<file path="src/rtl/pe_input_sequencer.sv">
// ============================================================================
// pe_input_sequencer: buffers an N-sample frame, then issues N/4 radix-4
// groups (x[k], x[k+N/4], x[k+N/2], x[k+3N/4]) with twiddle index k.
// Revision: 1.0
// ============================================================================
`default_nettype none

module pe_input_sequencer #(
   parameter int WORDSIZE = 16,
   parameter int N        = 16,
   localparam int AW      = $clog2(N),
   localparam int KW      = (N > 4) ? $clog2(N / 4) : 1
) (
   input  logic                clk,
   input  logic                rst,
   input  logic [WORDSIZE-1:0] in_data,
   input  logic                in_valid,
   output logic                in_ready,
   output logic [WORDSIZE-1:0] out0,
   output logic [WORDSIZE-1:0] out1,
   output logic [WORDSIZE-1:0] out2,
   output logic [WORDSIZE-1:0] out3,
   output logic [KW-1:0]       tw_idx,
   output logic                out_valid,
   input  logic                out_ready,
   output logic                out_last
);

   localparam logic [AW-1:0] c_last_wr = AW'(N - 1);
   localparam logic [KW-1:0] c_last_k  = KW'(N / 4 - 1);
   localparam logic [AW-1:0] c_q1      = AW'(N / 4);
   localparam logic [AW-1:0] c_q2      = AW'(N / 2);
   localparam logic [AW-1:0] c_q3      = AW'(3 * N / 4);

   typedef enum logic [0:0] {
      LOAD  = 1'b0,
      ISSUE = 1'b1
   } state_t;

   state_t              state_q, state_d;
   logic [AW-1:0]       wr_cnt_q, wr_cnt_d;
   logic [KW-1:0]       rd_cnt_q, rd_cnt_d;
   logic [WORDSIZE-1:0] mem_q [N];
   logic                wr_en;
   logic [AW-1:0]       rd_base;

   // rd_cnt < N/4, so the quarter-frame offsets never wrap the address
   assign rd_base = AW'(rd_cnt_q);

   always_comb begin
      state_d   = state_q;
      wr_cnt_d  = wr_cnt_q;
      rd_cnt_d  = rd_cnt_q;
      wr_en     = 1'b0;
      in_ready  = 1'b0;
      out_valid = 1'b0;
      out_last  = 1'b0;
      tw_idx    = '0;
      out0      = '0;
      out1      = '0;
      out2      = '0;
      out3      = '0;
      case (state_q)
         LOAD: begin
            in_ready = 1'b1;
            if (in_valid) begin
               wr_en = 1'b1;
               if (wr_cnt_q == c_last_wr) begin
                  wr_cnt_d = '0;
                  state_d  = ISSUE;
               end else begin
                  wr_cnt_d = wr_cnt_q + 1'b1;
               end
            end
         end
         ISSUE: begin
            out_valid = 1'b1;
            out0      = mem_q[rd_base];
            out1      = mem_q[rd_base + c_q1];
            out2      = mem_q[rd_base + c_q2];
            out3      = mem_q[rd_base + c_q3];
            tw_idx    = rd_cnt_q;
            out_last  = (rd_cnt_q == c_last_k);
            if (out_ready) begin
               if (out_last) begin
                  rd_cnt_d = '0;
                  state_d  = LOAD;
               end else begin
                  rd_cnt_d = rd_cnt_q + 1'b1;
               end
            end
         end
         default: state_d = LOAD;
      endcase
   end

   always_ff @(posedge clk) begin
      if (rst) begin
         state_q  <= LOAD;
         wr_cnt_q <= '0;
         rd_cnt_q <= '0;
      end else begin
         state_q  <= state_d;
         wr_cnt_q <= wr_cnt_d;
         rd_cnt_q <= rd_cnt_d;
      end
   end

   // Frame buffer holds no reset: stale contents are never visible outside ISSUE
   always_ff @(posedge clk) begin
      if (wr_en) begin
         mem_q[wr_cnt_q] <= in_data;
      end
   end

endmodule

`default_nettype wire

</file>
<file path="config.mk">
export PLATFORM = sky130hd
export DESIGN_NAME = pe_input_sequencer
export DESIGN_NICKNAME = d
export VERILOG_FILES = /design/src/rtl/pe_input_sequencer.sv
export SDC_FILE = /design/constraint.sdc
export NUM_CORES = 1
export LEC_CHECK = 0
export CAP_MARGIN = 25
export CORE_UTILIZATION = 57
export CTS_CLUSTER_DIAMETER = 30
export DETAILED_ROUTE_END_ITERATION = 16
export PLACE_DENSITY = 0.85
export SLEW_MARGIN = 15
export SYNTH_ARGS = -nofsm -noshare
export SYNTH_HDL_FRONTEND = slang
export SYNTH_SLANG_ARGS = --single-unit
export TNS_END_PERCENT = 1
</file>
<file path="constraint.sdc">
create_clock -name clk -period 2 [get_ports clk]
set_input_delay 0.6 -clock clk [delete_from_list [all_inputs] [get_ports clk]]
set_output_delay 0.6 -clock clk [all_outputs]
set_load 0.05 [all_outputs]
</file>
# After elaboration in Yosys (flattened, before gate mapping)
# Memory sizes are Yosys's and may differ from the RTL's. A register that Yosys moved wholly into a read port is not among the register bits.
# Cells that the tools add are included.
# totals
reg_bits	7
mem_bits_rw	256
input_bits	20
output_inout_bits	69
wordCells	35
n_memories	1
# op_classes
n_addsub	5
n_eq_ne	2
mux	21
n_bitwise	1
reduce_logical	2
# mem_list
memory	depth	width	read_ports	rd_ports_with_merged_regs	wr	line	rtl
mem_q	16	16	4	1	1	43	logic [WORDSIZE-1:0] mem_q [N];
# ops
op	count
$mux W16	4
$mux W4	3
$mux W1	11
$add A2 B3 Y4 const B	1
$add A2 B4 Y4 const B	1
$add A3 B3 Y4 const B	1
$add A4 B1 Y4 const B	1
$eq A4 B4 Y1 const B	1
$mux W2	2
$reduce_and A2 Y1	2
$add A2 B1 Y2 const B	1
$eq A2 B2 Y1 const B	1
$pmux W1 S2	1
$not A1 Y1	1

# Logic depth before layout (Yosys ltp)
# Gate-level depths: netlist of the first run.
# depth
word_depth	4
ltp_mapped	5
mapped_depth_nobuf	4

# Worst setup path after synthesis of the first run
# Ideal clock, no wire load.
# synth_path
path_type	flip-flop to output port
from	reg state_q
to	out out0[0]
arrival_ns	1.606
t_required_ns	1.400
path_slack_ns	-0.206
path_stages_with_launch	4
n_path_buf	2
cell_sequence	dfxtp_1 -> clkbuf_1 -> clkbuf_1 -> and2_1
# synth_via
elab_chain_len	1
# synth_lines
element	line	rtl
start: declaration	40	state_t state_q, state_d;
start signal: assignment	103	state_q <= state_d;
$mux W16	63	case (state_q)
end: declaration	19	output logic [WORDSIZE-1:0] out0,
# No other way between the ends.

# Worst setup path in the final report of the first run
# layout_path
from	reg rd_cnt_q[0]
to	out out2[11]
# layout_via
elab_chain_len	3
# layout_lines
element	line	rtl
start: declaration	42	logic [KW-1:0] rd_cnt_q, rd_cnt_d;
start signal: assignment	105	rd_cnt_q <= rd_cnt_d;
$add A2 B4 Y4	80	out2 = mem_q[rd_base + c_q2];
$mem_v2 Z16 W16	n/a	
$mux W16	63	
end: declaration	21	output logic [WORDSIZE-1:0] out2,
# No other way between the ends.

==> results of run 1 <==
-- logic make-up after synthesis --
kind of cell	after synthesis
and+or+nand+nor	101
DFF	265
muxes	66
AOI/OAI and AO/OA	7
xor gates and xnor gates	1
buffers and inverters	28
adders and majority gates	6
-- state kept, by name, indices dropped and copies added (netlist names), named ones only --
register	count
rd_cnt_q	2
wr_cnt_q	4
state_q	1
mem_q	256
-- stage by stage --
step	total power (uW)	hold slack (ps)	cells	cell area (sq um)	setup slack, ps
floorplan	6330	487	474	10400	-12.8
global placement	6530	530	811	11900	-226
detailed placement	6540	566	811	11900	-290
CTS	14100	612	892	13800	-736
global route	14400	648	891	13800	-775
finish	14100	627	891	13800	-749
-- cell type report --
| class | instances | area share [%] |
|---|---|---|
| Tap cell | 225 | 2.04 |
| Clock inverter | 26 | 2.44 |
| Sequential cell | 265 | 57.1 |
| Multi-Input combinational cell | 181 | 16.9 |
| Clock buffer | 50 | 8.45 |
| Timing Repair Buffer | 141 | 13.0 |
| Inverter | 3 | 0.0817 |
-- cell usage in the layout (no fill, tap or decap), types with 5 or more instances in the layout --
master           count
and2_1              12
and2_2              36
and2_4              31
buf_12              32
buf_4               31
buf_6               46
buf_8               12
bufinv_16            7
clkbuf_16           45
clkdlybuf4s50_1     19
dfxtp_1              5
edfxtp_1           256
ha_1                 6
mux4_2              64
nor2_1               6
-- worst register-to-register path, stage by stage (launching register included) --
cell and delay (ps):
dfxtp_4 380, nand2b_1 230, nor3b_1 360, and2_1 260, buf_12 180
-- metal layers --
metal	track usage [%]	part of all wire, %	vias up	wire length (um)
li1	-	-	2230	-
met1	35.9	37	2866	9250
met2	48.8	52	307	13000
met3	5.07	7.3	63	1830
met4	13.2	4.0	0	1010
met5	0	0	-	0
-- power by group through the flow --
| stage | combinational, uW | clock, uW | sequential [uW] |
|---|---|---|---|
| after floorplan | 62.3 | 0 | 6270 |
| after detailed placement | 268 | 0 | 6270 |
| after global placement | 257 | 0 | 6270 |
| after CTS | 277 | 7670 | 6170 |
| final | 283 | 7640 | 6170 |
| after global routing | 292 | 7960 | 6160 |
-- worst max path at each step --
| stage | slack (ps) | depth (start not counted) | startpoint | end |
|---|---|---|---|---|
| detailed placement | -290 | 5 | in_valid | mem_q[9][7] |
| finish | -750 | 5 | rd_cnt_q[0] | out2[11] |
| floorplan | -10 | 4 | rd_cnt_q[0] | out3[10] |
| global route | -770 | 4 | rd_cnt_q[0] | out3[0] |
| global placement | -230 | 5 | in_valid | mem_q[10][10] |
| CTS | -740 | 5 | rd_cnt_q[0] | out1[11] |
-- repair_timing --
item	in CTS	in global routing
gates resized for setup	102	9
setup buffers	3	0
endpoints found under the setup margin	68	67
gates cloned	2	0
hold buffers	0	0
pin swaps	0	6
==> impl_metrics.env, run 1 <==
export IMPL_grt_first_pass_wirelength_um=36400
export IMPL_syn_cell_area_sq_um=10300
export IMPL_cts_inserted_buffers=42
export IMPL_final_core_utilization_pct=78.9
export IMPL_synth_compound_area_share_pct=0.426
export IMPL_cts_root_buf="clkbuf_16"
export IMPL_initial_core_util_pct=58.8
export IMPL_synthXorXnorAreaFrac_pct=0.0852
export IMPL_worst_ep_required_time_ps=1400
export IMPL_postSynthNetCount=500
export IMPL_power_density_nw_per_um2=1020
export IMPL_track_usage_pct=28.6
export IMPL_crit_type="reg -> out"
export IMPL_worst_setup_hold_path_clk_slew_ps=60
export IMPL_drtPass1Iterations=5
export IMPL_critical_path_startpoint_type="flip-flop"
export IMPL_violations="setup timing"
export IMPL_fill_cells=803
export IMPL_num_antenna_cells=0
export IMPL_tritoncts="done"
export IMPL_vias_in_the_first_global_route=5651
export IMPL_cts_sinks=265
export IMPL_via_count=5466
export IMPL_io_pins=89
export IMPL_timing_fmax_mhz=364
export IMPL_netlist_instances=474
export IMPL_p_int_uw=11300
export IMPL_timing_reg2reg_worst_path_depth=4
export IMPL_synth_top_cell_area_share_pct=74.7
export IMPL_postSynth_topFlopCell="edfxtp_1"
export IMPL_switching_share_pct=19.6
export IMPL_drc=0
export IMPL_clock_tree_buffer_depth=3
export IMPL_synth_simple_area_share_pct=5.95
export IMPL_clkPwrFrac_pct=54.2
export IMPL_post_dp_hpwl_um=12300
export IMPL_die_w_um=136
export IMPL_path_max_fanout=8
export IMPL_timing_max_transition_violations_final=0
export IMPL_worst_slew_pin_slew_ps=739
export IMPL_post_route_worst_setup_slack_ps=-749
export IMPL_post_route_period_util_pct=137
export IMPL_relSlewSlack_pct=50.6
export IMPL_p_switching_uw=2760
export IMPL_core_sq_um=17500
export IMPL_hold_path_class="reg -> reg"
export IMPL_routed_via_count_divided_by_cell_count=6.13
export IMPL_rr_startpoint="state_q"
export IMPL_post_synth_top_count_cell="edfxtp_1"
export IMPL_ys_seq_elements=265
export IMPL_synth_top_family_by_area="multiplexers"
export IMPL_synthDistinctLibCells=28
export IMPL_die_area_sq_um=18600
export IMPL_multi_input_area_sq_um=2320
export IMPL_syn_area_per_cell_sq_um=21.7
export IMPL_report_final_hold_viol_count=0
export IMPL_synth_fa_ha_area_share_pct=0.730
export IMPL_final_layout_size_suffix_gt1_share_pct=48.9
export IMPL_cts_htree_levels=2
export IMPL_cells_along_the_critical_path="buf_12 > buf_16 > mux4_2 > and2_4 > buf_8"
export IMPL_maximum_number_of_pins_on_one_net_before_global_route_repair=31
export IMPL_port_buffers=88
export IMPL_yosysWarnings=0
export IMPL_seq_area_sq_um=7880
export IMPL_clock_latency_ps=520
export IMPL_share_seq_of_total_power_pct=43.8
export IMPL_dieHeight_um=136
export IMPL_area_growth_synth_to_final_pct=34.0
export IMPL_leading_post_synthesis_cells_by_cell_area="edfxtp_1 (75%), mux4_2 (14%), and2_1 (4.8%)"
export IMPL_cpMaxStageDelayCell="mux4_2"
export IMPL_clock_skew_after_layout_ps=15.3
export IMPL_gp_congestion=0.793
export IMPL_peakVddDrop_v=0.000959
export IMPL_design_final_nets=660
export IMPL_finalWirelength_um=25100
export IMPL_min_delay_worst_endpoint="wr_cnt_q[0]"
export IMPL_worstSetupEndpointType="primary output"
export IMPL_postRouteAntennaNets=0
export IMPL_p_comb_share_pct=2.0
export IMPL_period_minus_slack_ps=2750
export IMPL_worst_ep_arrival_time_ps=2150
export IMPL_min_delay_start="wr_cnt_q[0]"
export IMPL_synth_edf_count=256
export IMPL_worst_case_register_to_register_setup_slack_ps=290
export IMPL_run_status="complete, but fails checks"
export IMPL_rsz0062_at_grt="yes"
export IMPL_std_cell_rows=48
export IMPL_post_drt_wl_per_cell_um=28.1
export IMPL_reg2reg_to="mem_q[10][10]"
export IMPL_post_synth_top_area_cell="edfxtp_1"
export IMPL_critPathMaxStageDelay_ps=550
export IMPL_multiplexer_area_fraction_after_synthesis_pct=14.2
export IMPL_cap_viol_max_count=0
export IMPL_synth_async_sr_flop_share_pct=0
export IMPL_cp_buffers_inverters=3
export IMPL_grt_overflow_total=0
export IMPL_total_leakage_power_uw=0.00475
export IMPL_timing_hold_worst_path_depth=2
export IMPL_crit_family="multiplexers"
export IMPL_synthTopCellsByCount="edfxtp_1 (256), and2_1 (79), mux4_2 (64)"
export IMPL_dr_first_iter_drc_count=593
export IMPL_setup_viol_count_final=66
export IMPL_antenna_found_initial=0
export IMPL_yosysSeqAreaShare_pct=76.5
export IMPL_totalNegativeSetupSlack_ps=-41850
Power figures use the tool's default switching activity.
==> run 2, diff against run 1 <==
--- a/config.mk
+++ b/config.mk
@@ -9,7 +9,8 @@
 export CORE_UTILIZATION = 57
 export CTS_CLUSTER_DIAMETER = 30
 export DETAILED_ROUTE_END_ITERATION = 16
-export PLACE_DENSITY = 0.85
+export GPL_TIMING_DRIVEN = 0
+export PLACE_DENSITY_LB_ADDON = 0.3
 export SLEW_MARGIN = 15
 export SYNTH_ARGS = -nofsm -noshare
 export SYNTH_HDL_FRONTEND = slang
==> run 2 against run 1 <==
The run still ends with setup timing left. Die area unchanged. Sequential cell count unchanged. Routed wire length down 13%. Non-clock buffer count down 15. Critical endpoint is now out3[9]. Largest power group unchanged.
==> impl_metrics.env, run 2 (synthesis gave the netlist of run 1 again) <==
export IMPL_worst_slew_pin_slew_ps=858
export IMPL_post_cts_hold_buffer_count=0
export IMPL_relSlewSlack_pct=42.6
export IMPL_multi_input_area_sq_um=2360
export IMPL_vias_in_the_first_global_route=5349
export IMPL_totalNegativeSetupSlack_ps=-40930
export IMPL_final_layout_size_suffix_gt1_share_pct=49.6
export IMPL_register_bank_with_the_most_flops="mem_q"
export IMPL_via_count=5158
export IMPL_antenna_found_initial=0
export IMPL_total_leakage_power_uw=0.00458
export IMPL_post_dp_cell_area_sq_um=11500
export IMPL_period_minus_slack_ps=2720
export IMPL_violations="setup timing"
export IMPL_grt_overflow_total=0
export IMPL_clock_latency_ps=520
export IMPL_track_usage_pct=24.6
export IMPL_num_antenna_cells=0
export IMPL_core_sq_um=17500
export IMPL_drc=0
export IMPL_clock_tree_buffer_depth=3
export IMPL_layout_common_cells="edfxtp_1 (256), mux4_2 (64), buf_6 (48)"
export IMPL_gp_congestion=0.797
export IMPL_design_final_nets=644
export IMPL_timing_fmax_mhz=367
export IMPL_initial_core_util_pct=58.8
export IMPL_hold_slack_ps=593
export IMPL_crit_type="reg -> out"
export IMPL_std_cell_rows=48
export IMPL_hold_path_class="reg -> reg"
export IMPL_cts_htree_levels=2
export IMPL_worst_setup_hold_path_clk_slew_ps=50
export IMPL_port_buffers=88
export IMPL_worst_ep_required_time_ps=1400
export IMPL_die_w_um=136
export IMPL_seq_area_sq_um=7870
export IMPL_cts_sinks=265
export IMPL_postRouteAntennaNets=0
export IMPL_critical_path_startpoint_type="flip-flop"
export IMPL_cap_viol_max_count=0
export IMPL_power_density_nw_per_um2=995
export IMPL_setup_viol_count_final=68
export IMPL_tritoncts="done"
export IMPL_post_route_worst_setup_slack_ps=-722
export IMPL_worst_ep_arrival_time_ps=2120
export IMPL_run_status="complete, but fails checks"
export IMPL_drtPass1Iterations=5
export IMPL_most_common_cell_after_layout_fill_and_taps_aside="edfxtp_1"
export IMPL_dieHeight_um=136
export IMPL_top_regs="mem_q (256), wr_cnt_q (4), rd_cnt_q (2)"
export IMPL_timing_max_transition_violations_final=0
export IMPL_post_route_period_util_pct=136
export IMPL_fill_cells=899
export IMPL_die_area_sq_um=18600
export IMPL_post_dp_hpwl_um=11900
export IMPL_io_pins=89
export IMPL_post_drt_wl_per_cell_um=24.9
export IMPL_maximum_number_of_pins_on_one_net_before_global_route_repair=17
export IMPL_routed_via_count_divided_by_cell_count=5.90
export IMPL_peakVddDrop_v=0.000798
export IMPL_path_max_fanout=7
export IMPL_grt_first_pass_wirelength_um=31800
export IMPL_cts_root_buf="clkbuf_16"
export IMPL_clock_skew_after_layout_ps=18.2
export IMPL_dr_first_iter_drc_count=415
export IMPL_report_final_hold_viol_count=0
export IMPL_rsz0062_at_grt="yes"
export IMPL_final_design_area_no_fill_sq_um=13400
export IMPL_area_growth_synth_to_final_pct=30.3
export IMPL_largest_reg_flops=256
export IMPL_worstSetupEndpointType="primary output"
export IMPL_finalWirelength_um=21800
export IMPL_cts_inserted_buffers=41
==> run 2: cell count changes in the layout (fill, tap and decap cells not counted), sizes merged <==
cell	before	now
buf	122	95
clkbuf	50	58
bufinv	7	4
clkinv	11	14
clkdlybuf4s15	0	2
clkinvlp	4	3
inv	7	8
==> run 2: per-stage QoR <==
| stage | util, % | worst slack [ps] | cells | power, uW |
|---|---|---|---|---|
| 4_1_cts | 76.5 | -728 | 873 | 13400 |
| 3_5_place_dp | 66.0 | -974 | 787 | 6500 |
| 3_3_place_gp | 66.0 | -922 | 787 | 6480 |
| 2_1_floorplan | - | -12.8 | 474 | 6330 |
| 5_1_grt | 76.7 | -753 | 874 | 13600 |
| 6_report | 76.7 | -722 | 874 | 13300 |
==> run 2: where the power goes <==
part | total, uW | switching (uW) | internal [uW]
logic | 232 | 160 | 71.6
registers | 6170 | 19.4 | 6150
clock network | 6930 | 2470 | 4460
==> run 2: area by class of cell <==
class / count / area share (%)
Clock buffer: 48 / 8.17
Tap cell: 225 / 2.10
Clock inverter: 26 / 1.97
Buffer: 25 / 2.11
Sequential cell: 265 / 58.8
Multi-Input combinational cell: 181 / 17.7
Timing Repair Buffer: 101 / 9.13
Inverter: 3 / 0.0841
==> run 2: final timing paths <==
kind / start / end / slack (ps) / depth (start not counted)
min reg2reg: wr_cnt_q[3] / wr_cnt_q[3] / 590 / 2
max: rd_cnt_q[0] / out3[9] / -720 / 5
min: wr_cnt_q[3] / wr_cnt_q[3] / 590 / 2
max reg2reg: wr_cnt_q[3] / mem_q[9][6] / 120 / 3
==> run 2: routing by layer <==
| layer | share of wire (%) | up-vias | global-route usage [%] |
|---|---|---|---|
| met5 | 0 | - | 0 |
| met1 | 40 | 2697 | 31.6 |
| met4 | 2.6 | 0 | 10.7 |
| met2 | 51 | 217 | 40.1 |
| met3 | 6.5 | 38 | 5.97 |
| li1 | - | 2206 | - |
==> run 2: repair_timing <==
item / in CTS / in global routing
pin swaps: 0 / 3
endpoints found under the setup margin: 312 / 228
resized for setup: 519 / 63
setup buffers: 7 / 2
gates cloned: 5 / 2
==> run 2: critical path, stage by stage, from the launching register on <==
cell,delay [ps]
dfxtp_4,390
buf_12,170
clkbuf_16,160
mux4_2,500
and2_2,220
buf_6,150
